### src/rtl/uart_rx_fifo.sv
// -----------------------------------------------------------------------------
// uart_rx_fifo
//   UART receiver with a 16x oversampled frame decoder feeding a small
//   byte FIFO. The consumer pops bytes with recv_en. Overflow, framing and
//   parity errors are reported on sticky flags.
//
//   Optional feature macro: UART_PARITY_EN
//     undefined : 8N1 frames, parity_err tied low
//     defined   : 8E1 frames, even parity bit checked after the data bits
//
// Parameters
//   BAUDRATE   line bit rate in bits/s
//   CLOCKRATE  clk frequency in Hz
//   DEPTH      FIFO entries (power of two, >= 2)
//
// Ports
//   clk         system clock, rising edge
//   rst         asynchronous active-high reset
//   rx          serial input, idle high, asynchronous to clk
//   recv_en     read request from the consumer
//   recv_data   byte returned by the last acknowledged read
//   recv_avail  FIFO holds at least one byte
//   recv_ack    one-cycle pulse: recv_data has just been updated
//   clr_err     clears the sticky error flags
//   overflow    byte dropped because the FIFO was full
//   frame_err   stop bit sampled low
//   parity_err  parity mismatch (parity build only)
// -----------------------------------------------------------------------------
module uart_rx_fifo #(
   parameter int BAUDRATE  = 9600,
   parameter int CLOCKRATE = 100000000,
   parameter int DEPTH     = 8
) (
   input  logic       clk,
   input  logic       rst,
   input  logic       rx,
   input  logic       recv_en,
   output logic [7:0] recv_data,
   output logic       recv_avail,
   output logic       recv_ack,
   input  logic       clr_err,
   output logic       overflow,
   output logic       frame_err,
   output logic       parity_err
);

   localparam int TICK_DIV_RAW = CLOCKRATE / (BAUDRATE * 16);
   localparam int TICK_DIV     = (TICK_DIV_RAW < 1) ? 1 : TICK_DIV_RAW;
   localparam int CW           = (TICK_DIV > 1) ? $clog2(TICK_DIV) : 1;
   localparam int AW           = $clog2(DEPTH);

   localparam logic [2:0] S_IDLE   = 3'd0;
   localparam logic [2:0] S_START  = 3'd1;
   localparam logic [2:0] S_DATA   = 3'd2;
`ifdef UART_PARITY_EN
   localparam logic [2:0] S_PARITY = 3'd3;
`endif
   localparam logic [2:0] S_STOP   = 3'd4;

   logic [2:0]    state;
   logic [3:0]    os_cnt;
   logic [2:0]    bit_cnt;
   logic [7:0]    shift;
   logic [CW-1:0] div_cnt;
   logic          tick;
   logic          rx_p0, rx_p1, rx_p2;
   logic          start_edge;
   logic          sample_full;
   logic          stop_sample;
   logic          push, pop, wr_ok, ovf_evt, frame_evt, parity_evt;
   logic          par_bad;
   logic          empty, full;
   logic [AW:0]   wr_ptr, rd_ptr;
   logic [7:0]    mem [DEPTH];

   // ---- stage p0/p1: two-flop synchronizer, p2 keeps history for edge detect
   always_ff @(posedge clk or posedge rst) begin
      if (rst) begin
         rx_p0 <= 1'b1;
         rx_p1 <= 1'b1;
         rx_p2 <= 1'b1;
      end else begin
         rx_p0 <= rx;
         rx_p1 <= rx_p0;
         rx_p2 <= rx_p1;
      end
   end

   assign start_edge = (state == S_IDLE) && rx_p2 && !rx_p1;

   // Free-running divider; restarted at the start edge so the sample points
   // land in the middle of each bit.
   assign tick = (div_cnt == CW'(TICK_DIV - 1));

   always_ff @(posedge clk or posedge rst) begin
      if (rst)
         div_cnt <= '0;
      else if (start_edge || tick)
         div_cnt <= '0;
      else
         div_cnt <= div_cnt + CW'(1);
   end

   // A full bit period has elapsed since the previous sample point.
   assign sample_full = tick && (os_cnt == 4'd15);

   // ---- frame decoder
   always_ff @(posedge clk or posedge rst) begin
      if (rst) begin
         state   <= S_IDLE;
         os_cnt  <= 4'd0;
         bit_cnt <= 3'd0;
      end else begin
         case (state)
            S_IDLE: begin
               if (start_edge) begin
                  state  <= S_START;
                  os_cnt <= 4'd0;
               end
            end
            S_START: begin
               if (tick) begin
                  os_cnt <= os_cnt + 4'd1;
                  if (os_cnt == 4'd7) begin
                     // Mid start bit: a high line here was only a glitch.
                     os_cnt  <= 4'd0;
                     bit_cnt <= 3'd0;
                     state   <= rx_p1 ? S_IDLE : S_DATA;
                  end
               end
            end
            S_DATA: begin
               if (tick) begin
                  os_cnt <= os_cnt + 4'd1;
                  if (os_cnt == 4'd15) begin
                     bit_cnt <= bit_cnt + 3'd1;
                     if (bit_cnt == 3'd7) begin
`ifdef UART_PARITY_EN
                        state <= S_PARITY;
`else
                        state <= S_STOP;
`endif
                     end
                  end
               end
            end
`ifdef UART_PARITY_EN
            S_PARITY: begin
               if (tick) begin
                  os_cnt <= os_cnt + 4'd1;
                  if (os_cnt == 4'd15)
                     state <= S_STOP;
               end
            end
`endif
            S_STOP: begin
               if (tick) begin
                  os_cnt <= os_cnt + 4'd1;
                  if (os_cnt == 4'd15)
                     state <= S_IDLE;
               end
            end
            default: state <= S_IDLE;
         endcase
      end
   end

   // Data shift register, LSB arrives first.
   always_ff @(posedge clk) begin
      if (state == S_DATA && sample_full)
         shift <= {rx_p1, shift[7:1]};
   end

`ifdef UART_PARITY_EN
   function automatic logic even_parity(input logic [7:0] d);
      return ^d;
   endfunction

   assign parity_evt = (state == S_PARITY) && sample_full && (rx_p1 != even_parity(shift));

   // Remembers a parity failure until the stop bit decides the frame's fate.
   always_ff @(posedge clk or posedge rst) begin
      if (rst)
         par_bad <= 1'b0;
      else if (state == S_START)
         par_bad <= 1'b0;
      else if (parity_evt)
         par_bad <= 1'b1;
   end
`else
   assign parity_evt = 1'b0;
   assign par_bad    = 1'b0;
`endif

   assign stop_sample = (state == S_STOP) && sample_full;
   assign push        = stop_sample && rx_p1 && !par_bad;
   assign frame_evt   = stop_sample && !rx_p1;

   // ---- FIFO: extra pointer MSB distinguishes full from empty
   assign empty   = (wr_ptr == rd_ptr);
   assign full    = (wr_ptr[AW] != rd_ptr[AW]) && (wr_ptr[AW-1:0] == rd_ptr[AW-1:0]);
   assign pop     = recv_en && !empty;
   assign wr_ok   = push && (!full || pop);
   assign ovf_evt = push && full && !pop;

   assign recv_avail = !empty;

   always_ff @(posedge clk) begin
      if (wr_ok)
         mem[wr_ptr[AW-1:0]] <= shift;
   end

   always_ff @(posedge clk or posedge rst) begin
      if (rst) begin
         wr_ptr <= '0;
         rd_ptr <= '0;
      end else begin
         if (wr_ok)
            wr_ptr <= wr_ptr + 1'b1;
         if (pop)
            rd_ptr <= rd_ptr + 1'b1;
      end
   end

   // ---- stage: read port register
   always_ff @(posedge clk or posedge rst) begin
      if (rst) begin
         recv_data <= 8'h00;
         recv_ack  <= 1'b0;
      end else begin
         recv_ack <= pop;
         if (pop)
            recv_data <= mem[rd_ptr[AW-1:0]];
      end
   end

   // ---- sticky flags: a new event wins over a simultaneous clear
   always_ff @(posedge clk or posedge rst) begin
      if (rst) begin
         overflow  <= 1'b0;
         frame_err <= 1'b0;
      end else begin
         overflow  <= ovf_evt   | (overflow  & ~clr_err);
         frame_err <= frame_evt | (frame_err & ~clr_err);
      end
   end

`ifdef UART_PARITY_EN
   always_ff @(posedge clk or posedge rst) begin
      if (rst)
         parity_err <= 1'b0;
      else
         parity_err <= parity_evt | (parity_err & ~clr_err);
   end
`else
   assign parity_err = 1'b0;
`endif

endmodule

### config.mk
export PLATFORM = sky130hd
export DESIGN_NAME = uart_rx_fifo
export DESIGN_NICKNAME = d
export VERILOG_FILES = /design/src/rtl/uart_rx_fifo.sv
export SDC_FILE = /design/constraint.sdc
export NUM_CORES = 1
export LEC_CHECK = 0
export CAP_MARGIN = 20
export CORE_ASPECT_RATIO = 0.9
export CORE_MARGIN = 4
export CORE_UTILIZATION = 60
export CTS_CLUSTER_DIAMETER = 150
export DETAILED_ROUTE_END_ITERATION = 8
export PLACE_DENSITY = 0.79
export SYNTH_ARGS = -nofsm -noshare
export SYNTH_HDL_FRONTEND = slang
export SYNTH_SLANG_ARGS = --single-unit
### constraint.sdc
create_clock -name clk -period 7.1 [get_ports clk]
set_input_delay 2.13 -clock clk [delete_from_list [all_inputs] [get_ports clk]]
set_output_delay 2.13 -clock clk [all_outputs]
set_load 0.005 [all_outputs]
; ---- Yosys cells after proc, flatten, opt, wreduce, memory -nomap -nowiden
; Memories as Yosys holds them, arrays and structs flattened. A register that Yosys moved wholly into a read port is not among the register bits.
; Cells that the tools add are included.
[classes]
n_reduce_logical = 25
n_eq_ne = 19
addsub = 5
bitwise_logic = 5
mux = 23
[ops]
columns = cell, n
row1 = two-way mux 3 bit, 12
row2 = two-way mux 4 bit, 4
row3 = "inequality test 2 bit, second input constant", 8
row4 = "adder 4 x 1 -> 4 bit, second input constant", 3
row5 = logical AND 1 bit, 12
row6 = case mux 3 bit (4 select lines), 1
row7 = case mux 4 bit (3 select lines), 1
row8 = "adder 10 x 1 -> 10 bit, second input constant", 1
row9 = "== test 10 bit, second input constant", 1
row10 = two-way mux 10 bit, 1
row11 = AND reduction 8 bit, 1
row12 = "== test 3 bit, second input constant", 2
row13 = case mux 3 bit (2 select lines), 1
row14 = AND reduction 5 bit, 1
row15 = "== test 4 x 3 -> 1 bit, second input constant", 1
row16 = == test 4 bit, 1
row17 = "== test 4 bit, second input constant", 1
row18 = zero test 1 bit, 4
row19 = AND reduction 4 bit, 1
row20 = "adder 3 x 1 -> 3 bit, second input constant", 1
row21 = "== test 3 x 1 -> 1 bit, second input constant", 1
row22 = "== test 3 x 2 -> 1 bit, second input constant", 1
row23 = == test 3 bit, 1
row24 = zero test 3 bit, 1
row25 = 11 further kinds, 15
[totals]
output_inout_bits = 13
wordCells = 91
register_bits = 42
in_bits = 5
memories = 1
ramBits = 64
[memory_table]
columns = name, words, word_bits, rd, rd_ports_with_merged_regs, write_ports, line_no
row1 = mem, 8, 8, 1, 1, 1, 74  ; logic [7:0] mem [DEPTH];

; ---- Logic depth before layout (Yosys ltp)
[logic_depth]
ltp_word = 7
ltp_mapped = 9
mapped_depth_nobuf = 7

; ---- Worst setup path after synthesis
; OpenSTA, ideal clock, no wires.
[synth_path]
path_type = in2reg
from = in recv_en
to = mem mem[0][0] (enable)
arrival_time_ns = 3.444
cell_stages = 4
path_buffers = 0
setup_time_ns = 0.383
required_time_ns = 6.717
path_slack_ns = 3.272
path_cell_list = nor2_1 -> a2111oi_4 -> nand2b_1 -> nor3_1
[synth_between]
elab_chain_cells = 5
[synth_rtl]
columns = item, line_no
row1 = from (decl), 37  ; input logic recv_en,
row2 = logical AND 1 bit, 202  ; assign pop = recv_en && !empty;
row3 = logical OR 1 bit, 203  ; assign wr_ok = push && (!full || pop);
row4 = logical AND 1 bit, 203
row5 = two-way mux 1 bit, 209  ; if (wr_ok)
row6 = two-way mux 1 bit (implied by the code), 210  ; mem[wr_ptr[AW-1:0]] <= shift;
row7 = to (decl), 74
; No other way between the ends.

; ---- Worst setup path after layout
[layout_path]
from = reg rd_ptr[1]
to = out recv_avail
[layout_between]
elab_chain_cells = 2
[layout_rtl]
columns = item, line_no
row1 = from (decl), 73  ; logic [AW:0] wr_ptr, rd_ptr;
row2 = from (signal assigned), 221  ; rd_ptr <= rd_ptr + 1'b1;
row3 = == test 4 bit, 200  ; assign empty = (wr_ptr == rd_ptr);
row4 = zero test 1 bit, 206  ; assign recv_avail = !empty;
row5 = to (decl), 39  ; output logic recv_avail,
; No other way between the ends.

==> run_results.csv <==
group,metric,value,unit
worst_setup_path,worstPathRequired,4.97,ns
timing,hold_viol_final,0,
synthesis,synthArstFlopShare,0.368,
min_path,holdPathEnd,"rx_p1",
timing,skew,0.00960,ns
power,clockPowerShare,0.418,
clock_tree,cts.clk_slew.worst_paths,0.06,ns
synthesis,synth-compound-area-share,0.0474,
clock_tree,cts_tree,"built",
power,switching_share,0.252,
min_path,hp-class,"reg -> reg",
timing,rsz0062_at_grt,"false",
detailed_routing,avgRoutedWirePerCell,20.9,um
synthesis,yosysUniqueCellTypes,42,
detailed_routing,antenna_left,0,
synthesis,syn_avg_cell_area,14.7,um^2
clock_tree,post-cts-setup-buffers,0,
floorplanning,num_rows,30,
synthesis,synthMuxAreaShare,0.0980,
timing,period_needed,4.36,ns
timing,clock.fmax,0.229,GHz
timing,finalSetupViolCount,0,
job,maxCapViolCount,0,
worst_setup_path,critPathKind,"reg -> out",
synthesis,synth-xor-area-share,0.0334,
place,place.port_buffers,16,
power,vdd_ir_drop_max,266,uV
synthesis,synth_enable_flop_cells,72,
global_route,grt_first_pass_wirelength,15200,um
power,net-switching-power,0.000518,W
power,powerDensity,368,nW/um^2
clock_tree,htree_levels,4,
place,gp_congestion,0.751,
global_route,grt_use_total,0.229,
power,p_seq_frac,0.413,
synthesis,yosysWarnings,0,
worst_setup_path,cp.arrival,2.23,ns
detailed_routing,drc,0,
synthesis,synth-simple-area-share,0.0962,
place,hpwl,5970,um
min_path,whs_path_depth,0,
worst_setup_path,worst_setup_path_start_kind,"flip-flop",
worst_setup_path,path_max_fanout,20,
min_path,hp-start,"rx_p0",
outcome,status,"finished clean",
clock_tree,cts_inserted_buffers,17,
clock_tree,clk_latency,0.52,ns
synthesis,synth_seq_cells,114,
final_layout,nNetsFinal,357,
synthesis,synthAdderAreaFrac,0.0207,
final_layout,drive_above_1_share,0.156,
worst_setup_path,r2r-start,"div_cnt[2]",
place,post-place-cells,420,
synthesis,ys_seq_area_frac,0.681,
floorplanning,die_w,102,um
clock_tree,ctsHoldBuffers,0,
detailed_routing,vias_per_cell,6.02,
global_route,grt_pass1_vias,2783,
timing,period_share,0.615,
floorplanning,design.core.area,7580,um^2
timing,tns,0,ns
detailed_routing,drtIter0Drc,207,
global_route,grt_max_degree,43,
clock_tree,clockBufferDepth,2,
floorplanning,ios,18,
detailed_routing,wirelength,9480,um
timing,worstMarginPinSlew,0.989,ns
final_layout,diodes,0,
global_route,antenna_found_initial,0,
synthesis,synth_cells,321,
synthesis,syn-cell-area,4720,um^2
synthesis,synth_top_family_by_area,"multiplexers",
worst_setup_path,timing.rr.end,"mem[2][2]",
power,cellLeakagePower,2.05,nW
detailed_routing,vias,2733,
worst_setup_path,r2r_slack,3.64,ns
clock_tree,cts_root_buf,"clkbuf_8",
worst_setup_path,critPathCaptureType,"primary output",
synthesis,yosys_most_used_dff,"edfxtp_1",
floorplanning,start_util,0.623,
power,intPower,0.00154,W
synthesis,synth_nets,333,
timing,relSlewSlack,0.334,
clock_tree,clock-sinks,114,
detailed_routing,drtPass1Iterations,5,
timing,final_max_slew_viol_count,0,
worst_setup_path,ff2ff_path_depth,5,
power,power.share.combinational,0.169,
floorplanning,die_area,9360,um^2
clock_tree,cts_resized,0,
final_layout,fin_cells,454,
global_route,globalRouteOverflowTotal,0,
final_layout,area_delta_synth_final,18.3,%
floorplanning,die_h,92.2,um
stage by stage:
step                setup slack (ns)  hold slack (ns)  utilization  cell area (um^2)  total power [W]
floorplan                       3.27            0.345            -              4720          0.00108
global placement                2.45            0.346        0.653              4950          0.00117
detailed placement              2.35            0.351        0.653              4950          0.00119
CTS                             2.39            0.359        0.733              5560          0.00205
global route                    2.57            0.361        0.737              5590          0.00215
finish                          2.74            0.358        0.737              5590          0.00206
Yosys cell counts, types with 2 or more instances:
cell | n | share of area
xor2_1 | 4 | 0.0074
or3_1 | 3 | 0.0040
buf_2 | 2 | 0.0021
edfxtp_1 | 72 | 0.46
nor4_1 | 2 | 0.0026
a21oi_1 | 6 | 0.0064
buf_1 | 2 | 0.0016
o21ai_0 | 18 | 0.019
nand4_1 | 6 | 0.0079
inv_1 | 12 | 0.0095
mux2_2 | 2 | 0.0048
xnor2_1 | 14 | 0.026
dfstp_2 | 3 | 0.017
nor3_1 | 5 | 0.0053
nand3_1 | 12 | 0.013
a221oi_1 | 2 | 0.0037
nand2_1 | 24 | 0.019
dfrtp_1 | 39 | 0.21
ha_1 | 7 | 0.019
mux2i_1 | 8 | 0.017
clkbuf_1 | 8 | 0.0064
nand2b_1 | 7 | 0.0093
or3b_2 | 2 | 0.0037
nor2_1 | 27 | 0.021
mux4_2 | 16 | 0.076
or4_1 | 2 | 0.0032
layout make-up:
class	instances	area, um^2
Clock inverter	14	188
Multi-Input combinational cell	181	1400
Fill cell	447	1990
Tap cell	96	120
Clock buffer	18	418
Sequential cell	114	3220
Timing Repair Buffer	19	200
Inverter	12	45.0
worst max-delay path: stages (launching register included):
cell and delay, ns:
dfrtp_1 0.87, xnor2_1 0.18, nand4_1 0.14, clkdlybuf4s50_1 0.52
power by group through the flow:
stage | sequential (W) | combinational, W | clock (W)
global placement | 0.000873 | 0.000299 | 0
floorplan | 0.000810 | 0.000267 | 0
finish | 0.000848 | 0.000347 | 0.000860
global route | 0.000859 | 0.000387 | 0.000905
CTS | 0.000868 | 0.000314 | 0.000868
detailed placement | 0.000880 | 0.000311 | 0
state kept, by name (all words and copies together), names as in the netlist, 3 cells and up:
register   count
os_cnt         4
state          3
wr_ptr         4
div_cnt       10
rd_ptr         4
mem           64
shift          8
recv_data      8
bit_cnt        3
cell families (layout without fill, tap and decap cells):
family                   Yosys count  count (layout)
flip-flops                       114             114
AO/OA/AOI/OAI                     34              34
AND/OR/NAND/NOR                   94              94
adder cells (fa/ha/maj)            8               8
buffers and inverters             26              63
XOR/XNOR                          18              18
other                              1               1
multiplexers                      26              26
worst max-delay path by stage:
stage | startpoint | end | depth (start not counted)
after global placement | recv_en | mem[0][7] | 5
after CTS | rd_ptr[0] | recv_avail | 3
final | rd_ptr[1] | recv_avail | 3
after floorplan | recv_en | mem[0][0] | 4
after detailed placement | recv_en | mem[0][5] | 5
after global routing | rd_ptr[1] | recv_avail | 3
placed cells by master, fill, tap and decap left out, types with 12 or more instances in the layout:
cell type and instances:
inv_1 12, o21ai_0 18, mux4_2 16, nand2_1 24, nand3_1 12, xnor2_1 14, clkdlybuf4s50_1 16, edfxtp_1 72
clkbuf_16 16, nor2_1 27, dfrtp_1 39
routing by layer:
layer  GRT usage  up-vias  part of all wire
met5           0        -                 0
met4       0.104        0             0.024
met3      0.0798       24             0.063
met2       0.345       94              0.50
met1       0.298     1374              0.41
li1            -     1241                 -
Note: power is estimated with default switching activity, not from simulation.
